### src/rtl/csr_trap_ctrl_if.sv
// rtl/csr_trap_ctrl_if.sv - retirement/CSR bundle between the pipeline and the trap sequencer
//
// Purpose: groups the retirement flags, the CSR values and the trap sequencer
//          outputs into one bundle.
// Modports:
//   master - pipeline/CSR side: drives valid_i, illegal_i, ecall_i, ebreak_i,
//            mret_i, pc_i, mtvec_i and mepc_i, and receives the sequencer outputs.
//   slave  - csr_trap_ctrl side: the same signals in the opposite direction.
// Optional: trap_count_o exists only when CSR_TRAP_COUNT_EN is defined.

interface csr_trap_ctrl_if;
  logic        valid_i;
  logic        illegal_i;
  logic        ecall_i;
  logic        ebreak_i;
  logic        mret_i;
  logic [31:0] pc_i;
  logic [31:0] mtvec_i;
  logic [31:0] mepc_i;
  logic [1:0]  exception_o;
  logic        mepc_we_o;
  logic [31:0] mepc_o;
  logic        stall_o;
  logic        redirect_o;
  logic [31:0] redirect_pc_o;
  logic        trap_enter_o;
  logic        trap_exit_o;
`ifdef CSR_TRAP_COUNT_EN
  logic [31:0] trap_count_o;
`endif

  modport master (
    output valid_i, illegal_i, ecall_i, ebreak_i, mret_i, pc_i, mtvec_i, mepc_i,
    input  exception_o, mepc_we_o, mepc_o, stall_o, redirect_o, redirect_pc_o,
    input  trap_enter_o, trap_exit_o
`ifdef CSR_TRAP_COUNT_EN
    , input trap_count_o
`endif
  );

  modport slave (
    input  valid_i, illegal_i, ecall_i, ebreak_i, mret_i, pc_i, mtvec_i, mepc_i,
    output exception_o, mepc_we_o, mepc_o, stall_o, redirect_o, redirect_pc_o,
    output trap_enter_o, trap_exit_o
`ifdef CSR_TRAP_COUNT_EN
    , output trap_count_o
`endif
  );
endinterface

### src/rtl/csr_trap_ctrl.sv
// rtl/csr_trap_ctrl.sv - trap entry/return sequencer feeding mcause/mepc and the PC redirect
//
// Purpose: samples exception flags and mret of the retiring instruction, stalls
//          the pipeline while mcause/mepc are updated and the pipe is flushed,
//          then redirects the PC to mtvec (trap) or mepc (mret).
// Parameters:
//   FLUSH_CYCLES - stall cycles between the mcause/mepc update and the redirect (0..15).
// Ports:
//   clk_i - clock
//   rst_i - synchronous active-high reset
//   bus   - csr_trap_ctrl_if.slave: retirement flags, pc/mtvec/mepc in;
//           exception code, mepc write, stall, redirect, mstatus pulses out.
// Optional: define CSR_TRAP_COUNT_EN to add the wrapping 32-bit trap counter
//           (bus.trap_count_o).

module csr_trap_ctrl #(
  parameter int unsigned FLUSH_CYCLES = 2
) (
  input  logic          clk_i,
  input  logic          rst_i,
  csr_trap_ctrl_if.slave bus
);

  typedef enum logic [2:0] {
    ST_IDLE,
    ST_TRAP,
    ST_FLUSH,
    ST_REDIRECT,
    ST_RET
  } state_t;

  // Counter value loaded on entry to FLUSH; FLUSH is skipped when the window is 0.
  localparam logic [3:0] LP_FLUSH_LOAD = (FLUSH_CYCLES == 0) ? 4'd0 : 4'(FLUSH_CYCLES - 1);
  localparam logic       LP_NO_FLUSH   = (FLUSH_CYCLES == 0);

  state_t      r_state;
  logic [3:0]  r_cnt;
  logic [1:0]  r_code;
  logic [31:2] r_pc;
  logic        r_mepc_we;
  logic        r_stall;
  logic        r_redirect;
  logic        r_trap_enter;
  logic        r_trap_exit;

  logic        w_any_exc;
  logic [1:0]  w_code;

  assign w_any_exc = bus.illegal_i | bus.ecall_i | bus.ebreak_i;

  // illegal > ebreak > ecall
  always_comb begin
    w_code = 2'b00;
    if (bus.illegal_i) begin
      w_code = 2'b01;
    end else if (bus.ebreak_i) begin
      w_code = 2'b11;
    end else if (bus.ecall_i) begin
      w_code = 2'b10;
    end
  end

  // Strobe outputs are registered alongside the state, so each one is high
  // exactly while the FSM sits in the state that owns it.
  always_ff @(posedge clk_i) begin
    if (rst_i) begin
      r_state      <= ST_IDLE;
      r_cnt        <= 4'd0;
      r_code       <= 2'b00;
      r_pc         <= 30'd0;
      r_mepc_we    <= 1'b0;
      r_stall      <= 1'b0;
      r_redirect   <= 1'b0;
      r_trap_enter <= 1'b0;
      r_trap_exit  <= 1'b0;
    end else begin
      r_mepc_we    <= 1'b0;
      r_stall      <= 1'b0;
      r_redirect   <= 1'b0;
      r_trap_enter <= 1'b0;
      r_trap_exit  <= 1'b0;
      case (r_state)
        ST_IDLE: begin
          if (bus.valid_i) begin
            if (w_any_exc) begin
              // An exception always beats a simultaneous mret.
              r_code       <= w_code;
              r_pc         <= bus.pc_i[31:2];
              r_state      <= ST_TRAP;
              r_mepc_we    <= 1'b1;
              r_trap_enter <= 1'b1;
              r_stall      <= 1'b1;
            end else if (bus.mret_i) begin
              r_state      <= ST_RET;
              r_redirect   <= 1'b1;
              r_trap_exit  <= 1'b1;
              r_stall      <= 1'b1;
            end
          end
        end
        ST_TRAP: begin
          r_stall <= 1'b1;
          if (LP_NO_FLUSH) begin
            r_state    <= ST_REDIRECT;
            r_redirect <= 1'b1;
          end else begin
            r_state <= ST_FLUSH;
            r_cnt   <= LP_FLUSH_LOAD;
          end
        end
        ST_FLUSH: begin
          r_stall <= 1'b1;
          if (r_cnt == 4'd0) begin
            r_state    <= ST_REDIRECT;
            r_redirect <= 1'b1;
          end else begin
            r_cnt <= r_cnt - 4'd1;
          end
        end
        ST_REDIRECT: r_state <= ST_IDLE;
        ST_RET:      r_state <= ST_IDLE;
        default:     r_state <= ST_IDLE;
      endcase
    end
  end

  // Code and PC are held in latches that only change on trap entry, so
  // decoding them with the TRAP state keeps these outputs registered.
  assign bus.exception_o  = (r_state == ST_TRAP) ? r_code : 2'b00;
  assign bus.mepc_o       = (r_state == ST_TRAP) ? {r_pc, 2'b00} : 32'd0;
  assign bus.mepc_we_o    = r_mepc_we;
  assign bus.stall_o      = r_stall;
  assign bus.redirect_o   = r_redirect;
  assign bus.trap_enter_o = r_trap_enter;
  assign bus.trap_exit_o  = r_trap_exit;

  // Targets are read live in the redirect cycle so a mepc write that lands
  // just before mret is honoured.
  always_comb begin
    bus.redirect_pc_o = 32'd0;
    if (r_state == ST_REDIRECT) begin
      bus.redirect_pc_o = {bus.mtvec_i[31:2], 2'b00};
    end else if (r_state == ST_RET) begin
      bus.redirect_pc_o = {bus.mepc_i[31:2], 2'b00};
    end
  end

`ifdef CSR_TRAP_COUNT_EN
  logic [31:0] r_trap_count;

  always_ff @(posedge clk_i) begin
    if (rst_i) begin
      r_trap_count <= 32'd0;
    end else if (r_state == ST_TRAP) begin
      r_trap_count <= r_trap_count + 32'd1;
    end
  end

  assign bus.trap_count_o = r_trap_count;
`endif

endmodule

### src/flat_wrapper.sv
// flat-port wrapper written by rule: the top's interface ports become plain ports
module csr_trap_ctrl_flat 
#(
  parameter int unsigned FLUSH_CYCLES = 2
)
  (clk_i, rst_i, bus_valid_i, bus_illegal_i, bus_ecall_i, bus_ebreak_i, bus_mret_i, bus_pc_i, bus_mtvec_i, bus_mepc_i, bus_exception_o, bus_mepc_we_o, bus_mepc_o, bus_stall_o, bus_redirect_o, bus_redirect_pc_o, bus_trap_enter_o, bus_trap_exit_o);
  csr_trap_ctrl_if bus_i ();
  input  logic clk_i;
  input  logic rst_i;
  input wire logic [$bits(bus_i.valid_i)-1:0] bus_valid_i;
  input wire logic [$bits(bus_i.illegal_i)-1:0] bus_illegal_i;
  input wire logic [$bits(bus_i.ecall_i)-1:0] bus_ecall_i;
  input wire logic [$bits(bus_i.ebreak_i)-1:0] bus_ebreak_i;
  input wire logic [$bits(bus_i.mret_i)-1:0] bus_mret_i;
  input wire logic [$bits(bus_i.pc_i)-1:0] bus_pc_i;
  input wire logic [$bits(bus_i.mtvec_i)-1:0] bus_mtvec_i;
  input wire logic [$bits(bus_i.mepc_i)-1:0] bus_mepc_i;
  output wire logic [$bits(bus_i.exception_o)-1:0] bus_exception_o;
  output wire logic [$bits(bus_i.mepc_we_o)-1:0] bus_mepc_we_o;
  output wire logic [$bits(bus_i.mepc_o)-1:0] bus_mepc_o;
  output wire logic [$bits(bus_i.stall_o)-1:0] bus_stall_o;
  output wire logic [$bits(bus_i.redirect_o)-1:0] bus_redirect_o;
  output wire logic [$bits(bus_i.redirect_pc_o)-1:0] bus_redirect_pc_o;
  output wire logic [$bits(bus_i.trap_enter_o)-1:0] bus_trap_enter_o;
  output wire logic [$bits(bus_i.trap_exit_o)-1:0] bus_trap_exit_o;
  assign bus_i.valid_i = bus_valid_i;
  assign bus_i.illegal_i = bus_illegal_i;
  assign bus_i.ecall_i = bus_ecall_i;
  assign bus_i.ebreak_i = bus_ebreak_i;
  assign bus_i.mret_i = bus_mret_i;
  assign bus_i.pc_i = bus_pc_i;
  assign bus_i.mtvec_i = bus_mtvec_i;
  assign bus_i.mepc_i = bus_mepc_i;
  assign bus_exception_o = bus_i.exception_o;
  assign bus_mepc_we_o = bus_i.mepc_we_o;
  assign bus_mepc_o = bus_i.mepc_o;
  assign bus_stall_o = bus_i.stall_o;
  assign bus_redirect_o = bus_i.redirect_o;
  assign bus_redirect_pc_o = bus_i.redirect_pc_o;
  assign bus_trap_enter_o = bus_i.trap_enter_o;
  assign bus_trap_exit_o = bus_i.trap_exit_o;
  csr_trap_ctrl #(.FLUSH_CYCLES(FLUSH_CYCLES)) u_core (.clk_i(clk_i), .rst_i(rst_i), .bus(bus_i));
endmodule
### config.mk
export PLATFORM = sky130hd
export DESIGN_NAME = csr_trap_ctrl_flat
export DESIGN_NICKNAME = d
export VERILOG_FILES = /design/src/rtl/csr_trap_ctrl_if.sv /design/src/rtl/csr_trap_ctrl.sv /design/src/flat_wrapper.sv
export SDC_FILE = /design/constraint.sdc
export NUM_CORES = 1
export LEC_CHECK = 0
export BUFFER_PORTS_ARGS = -buffer_cell sky130_fd_sc_hd__clkbuf_2
export CAP_MARGIN = 15
export CORE_MARGIN = 2
export CORE_UTILIZATION = 44
export DETAILED_ROUTE_END_ITERATION = 12
export PLACE_DENSITY = 0.86
export SLEW_MARGIN = 30
export SYNTH_ARGS = -nofsm -noshare
export SYNTH_HDL_FRONTEND = slang
export SYNTH_SLANG_ARGS = --single-unit
### constraint.sdc
create_clock -name clk_i -period 2.4 [get_ports clk_i]
set_input_delay 0.12 -clock clk_i [delete_from_list [all_inputs] [get_ports clk_i]]
set_output_delay 0.12 -clock clk_i [all_outputs]
set_load 0.005 [all_outputs]
==> run_results.csv, run 1 <==
group,metric,value,unit
clock_tree,cts.sinks,43,
status,outcome,"finished, final reports clean",
detailed_routing,wl_per_cell,13.9,um
synthesis,synthTopCellsByArea,"dfxtp_1, a22o_1, and2_1",
global_route,grt_util_all_layers,22.6,%
detailed_routing,drt-vias-per-instance,5.27,
sta,slew_headroom,63.4,%
synthesis,async_reset_ff_share,0,%
critical_path,endpoint_kind,"output port",
synthesis,synth_cell_type_count,40,
layout,antenna_cells,0,
die,core_area,5140,um2
clock_tree,clock_latency,0.30,ns
synthesis,synth_area,2360,um2
clock_tree,post_cts_resized,0,
global_route,grt_pass1_vias,2460,
die,rows,26,
critical_path,crit_arrival,1.87,ns
synthesis,yosys_warnings,0,
sta,finalCritPeriodShare,82.7,%
layout,nFillCells,474,
sta,min_period,1.99,ns
synthesis,synthTopCellsByCount,"dfxtp_1, a21oi_1, and2_1",
critical_path,cpPeakStageDelay,0.57,ns
clock_tree,path_clk_slew,0.08,ns
synthesis,ys_seq_elements,43,
place,place.gp.congestion,0.766,
synthesis,synth_top_area_share,36.5,%
synthesis,synth_flop_cell,"dfxtp_1",
sta,rsz0062_at_grt,"false",
synthesis,synth_edf_count,0,
sta,fmax,0.504,GHz
sta,fin_ws,0.414,ns
clock_tree,cts_tree,"yes",
layout,layout-drive-gt1-share,44.2,%
critical_path,worstSetupPathType,"reg -> out",
sta,hold_violations,0,
die,start_util,45.9,%
place,hpwl,5190,um
sta,tightestPinTransition,0.549,ns
global_route,grt_overflow,0,
synthesis,netlist.top_cell.by_area,"dfxtp_1",
sta,finalClockSkew,0.00575,ns
synthesis,post-synth-top-count-cell,"dfxtp_1",
critical_path,crit_slowest_cell,"dfxtp_1",
clock_tree,cts.hold.buffers_added,0,
critical_path,path_buf_inv,3,
place,pre_cts_ws,0.752,ns
clock_tree,cts.path.max_buffers,2,
synthesis,avgSynthCellArea,8.24,um2
sta,final_max_slew_viol_count,0,
die,ios,174,
power,power_density,572,nW/um2
critical_path,crit_chain,"inv_1 > nor3_2 > buf_4 > a22o_1 > clkbuf_2",
die,die_h,77.2,um
detailed_routing,drtAntennaViolNets,0,
hold_path,hold_path_class,"in -> reg",
sta,fin_tns_setup,0,ns
place,port_buffers,163,
die,dieArea,5960,um2
synthesis,ys_seq_area_share,36.5,%
global_route,antenna_found_initial,0,
global_route,grt_max_degree,40,
detailed_routing,drt-total-wl,7010,um
critical_path,cpLargestDelayFamily,"buffers and inverters",
job,drv_cap,0,
detailed_routing,drt_iter0_markers,199,
sta,setup_viol,0,
layout,area_delta_synth_final,39.5,%
detailed_routing,post-route-drc-count,0,
synthesis,synthCells,286,
power,ir_worst_vdd,0.534,mV
die,die_w,77.2,um
layout,nets,537,
clock_tree,post_cts.repair.setup_buffers,0,
detailed_routing,first_pass_iters,5,
global_route,grt_pass1_wl,11100,um
critical_path,critPathLaunchType,"register",
power,p_leak,1.59,nW
clock_tree,cts_buffers,5,
detailed_routing,vias,2658,
critical_path,critical_path.max_fanout,30,
clock_tree,cts-root-buf,"clkbuf_8",
critical_path,cp.required,2.28,ns
clock_tree,htree_levels,2,
[registers in the layout, summed over array words and instances, names as in the netlist]
name and flops:
u_core.bus.redirect_o 1, u_core.bus.stall_o 1, u_core.bus.trap_enter_o 1, u_core.bus.trap_exit_o 1, u_core.r_cnt 4, u_core.r_code 2, u_core.r_pc 30, u_core.r_state 3
[power by group]
group	internal [mW]	total (mW)	switching, mW
clock	0.416	0.663	0.247
combinational	0.191	0.407	0.216
sequential	0.772	0.813	0.0409
[metal layers]
layer,up-vias,wire (um),global-route usage (%)
li1,1326,-,-
met1,1240,2980,27.8
met2,87,3540,40.0
met3,5,411,4.24
met4,0,79,6.79
met5,-,0,0
[final timing paths]
path                            slack [ns]              start                    end  cells past startpoint
worst max-delay path                  0.41  u_core.r_state[2]  bus_redirect_pc_o[28]                      5
worst min-delay path                  0.04        bus_pc_i[7]         u_core.r_pc[7]                      3
worst max register to register        0.69  u_core.r_state[2]        u_core.r_pc[11]                      3
worst min register to register        0.46    u_core.r_pc[15]        u_core.r_pc[15]                      2
[kinds of logic (layout without fill, tap and decap cells)]
logic type | Yosys count | count (layout) | share of synthesized area, %
compound gates | 112 | 112 | 30.3
simple gates | 89 | 89 | 23.1
flops | 43 | 43 | 36.5
buf+inv | 39 | 184 | 9.02
fa+ha+maj | 1 | 1 | 0.531
other cells | 1 | 4 | 0.159
xor+xnor | 1 | 1 | 0.372
[cell usage in the layout (no fill, tap or decap), types with 2 or more instances in the layout]
cell / count
a21oi_1: 38
a22o_1: 30
a311oi_1: 2
and2_1: 33
buf_4: 10
bufinv_16: 2
clkbuf_2: 163
clkbuf_8: 5
conb_1: 4
dfxtp_1: 43
inv_1: 3
nand3_1: 32
nor2_1: 5
nor2b_1: 3
o21ai_0: 4
o21ai_1: 29
o21ai_2: 2
or3_1: 2
[worst reg2reg max path: stages, from the launching register on]
cell and delay (ns):
dfxtp_1 0.43, or4b_4 0.79, o21ai_0 0.26, a21oi_1 0.09
[metrics by stage]
| step | instance area [um2] | utilization (%) | hold WS [ns] | std cells | total power, mW |
|---|---|---|---|---|---|
| after CTS | 3290 | 64.0 | 0.0420 | 504 | 1.89 |
| after detailed placement | 3160 | 61.4 | 0.363 | 496 | 1.23 |
| after floorplan | 2370 | - | 0.217 | 289 | 1.08 |
| after global placement | 3160 | 61.4 | 0.355 | 496 | 1.22 |
| final | 3290 | 64.0 | 0.0436 | 504 | 1.88 |
| after global routing | 3290 | 64.0 | 0.0478 | 504 | 1.97 |
[layout make-up]
cell class / count / area [um2] / share of cell area [%]
tap: 70 / 87.6 / 2.66
clock inverter: 2 / 60.1 / 1.83
multi-input combinational: 207 / 1310 / 39.7
timing repair buffer: 173 / 891 / 27.1
sequential: 43 / 861 / 26.2
inverter: 3 / 11.3 / 0.342
clock buffer: 6 / 72.6 / 2.21
Note: power is estimated with default switching activity, not from simulation.
==> inputs of run 2 (changes only) <==
Settings changed: CORE_UTILIZATION 44 to 37, PLACE_DENSITY 0.86 to 0.77.
Clock period 2.4 ns to 1.8 ns, I/O delays scaled along.
==> run 2 against run 1 <==
Critical path depth is the same. Power grew 22%. Worst setup slack lost 0.28 ns. Global-route usage shrank 3.6 points. Sequential power grew 32%. Clock-buffer cell count is the same. Via count shrank 2.0%. Final area grew 0.72%. Critical endpoint unchanged. Largest cell class unchanged. Highest routed layer unchanged.
==> run_results.csv, run 2 (synthesis gave the netlist of run 1 again) <==
group,metric,value,unit
power,p_int,1.61,mW
detailed_routing,routed.top_layer,"met4",
sta,rsz0062_at_grt,"false",
place,hpwl,5100,um
die,core_area,6240,um2
clock_tree,cts.sinks,43,
sta,tightestPinTransition,0.495,ns
sta,min_period,1.67,ns
die,start_util,37.8,%
clock_tree,post_cts_resized,1,
power,switching_power,688,uW
detailed_routing,first_pass_iters,4,
layout,top_register,"u_core.r_pc",
sta,fmax,0.600,GHz
critical_path,crit_slowest_cell,"dfxtp_2",
layout,regArea,863,um2
sta,setup_viol,0,
clock_tree,htree_levels,2,
power,totalPowerFinal,2.30,mW
global_route,grt_pass1_vias,2427,
layout,stdcell_area,3310,um2
die,die_h,83.8,um
detailed_routing,wl_per_cell,13.5,um
clock_tree,clock_latency,0.29,ns
job,drv_cap,0,
critical_path,worstSetupPathType,"reg -> out",
global_route,grt_util_all_layers,19.1,%
layout,largest_reg_flops,30,
critical_path,endpoint_kind,"output port",
detailed_routing,met3WireLength,390,um
clock_tree,cts_tree,"yes",
detailed_routing,wl_met1,3320,um
sta,fin_tns_setup,0,ns
power,combPwrFrac,24.8,%
critical_path,cp.required,1.71,ns
layout,final_util,53.1,%
layout,largestRegisters,"u_core.r_pc x30, u_core.r_cnt x4, u_core.r_state x3",
power,p_leak,1.60,nW
clock_tree,cts.path.max_buffers,2,
power,power_frac_seq,46.7,%
global_route,grt_pass1_wl,11300,um
layout,nets,541,
detailed_routing,drtAntennaViolNets,0,
hold_path,hold_path_class,"in -> reg",
detailed_routing,post-route-drc-count,0,
global_route,antenna_found_initial,0,
clock_tree,cts_buffers,5,
clock_tree,cts-root-buf,"clkbuf_8",
power,power_density,694,nW/um2
sta,hold_violations,0,
detailed_routing,drt_iter0_markers,98,
power,switching_share,29.9,%
critical_path,cpPeakStageDelay,0.41,ns
layout,layout-drive-gt1-share,45.7,%
layout,instances_no_fill,515,
sta,finalCritPeriodShare,92.5,%
power,ir_worst_vdd,0.569,mV
layout,area_delta_synth_final,40.6,%
detailed_routing,drt-total-wl,6970,um
critical_path,critical_path.max_fanout,30,
layout,antenna_cells,0,
status,outcome,"finished, final reports clean",
clock_tree,cts.hold.buffers_added,0,
place,place.gp.congestion,0.805,
critical_path,crit_chain,"nor2b_1 > and2_1 > buf_6 > a22o_1 > clkbuf_2",
clock_tree,path_clk_slew,0.09,ns
global_route,grt_overflow,0,
sta,fin_ws,0.134,ns
sta,finalClockSkew,0.00490,ns
layout,nFillCells,613,
die,die_w,83.8,um
layout,multi_input_area,1310,um2
place,post-place-cells,507,
detailed_routing,drt-vias-per-instance,5.06,
sta,slew_headroom,66.9,%
layout,final_common_cell,"clkbuf_2",
die,dieArea,7030,um2
sta,final_max_slew_viol_count,0,
layout,layout_common_cells,"clkbuf_2, dfxtp_1, a21oi_1, and2_1, nand3_1",
power,clock_power_share,28.6,%
place,placed_area,3210,um2
global_route,grt_max_degree,34,
place,pre_cts_ws,0.138,ns
detailed_routing,vias,2605,
detailed_routing,wl_met2,3210,um
critical_path,crit_arrival,1.58,ns
die,rows,29,
sta,whs,0.0197,ns
place,port_buffers,163,
critical_path,critPathLaunchType,"register",
die,ios,174,
clock_tree,post_cts.repair.setup_buffers,0,
## run 2: final timing paths
path,startpoint,end,slack (ns),cells after the start
max,u_core.r_state[0],bus_redirect_pc_o[28],0.13,5
min,bus_pc_i[7],u_core.r_pc[7],0.02,3
max reg2reg,u_core.r_cnt[0],u_core.r_cnt[1],0.19,5
min reg2reg,u_core.r_pc[15],u_core.r_pc[15],0.47,2
## run 2: layout make-up
cell class	instances	area share [%]
Clock inverter	2	0.415
Clock buffer	6	2.49
Timing Repair Buffer	177	28.3
Sequential cell	43	26.1
Tap cell	77	2.91
Inverter	3	0.340
Multi-Input combinational cell	207	39.5
## run 2: power groups by stage
stage          Sequential (mW)  Combinational (mW)  Clock (mW)
2_1_floorplan             1.08               0.360           0
3_3_place_gp              1.09               0.553           0
3_5_place_dp              1.09               0.565           0
4_1_cts                   1.07               0.568       0.676
5_1_grt                   1.08               0.633       0.716
6_report                  1.07               0.569       0.657
## run 2: routing by layer
| metal | vias to the layer above | global-route usage, % |
|---|---|---|
| met3 | 6 | 3.86 |
| met4 | 0 | 4.55 |
| li1 | 1333 | - |
| met5 | - | 0 |
| met1 | 1183 | 26.7 |
| met2 | 83 | 30.3 |
## run 2: critical path, delay by kind of cell, from the launching register on
kind            cells  cell delay (ns)
flops               1             0.41
simple gates        2             0.32
compound gates      1             0.19
buf+inv             2             0.36
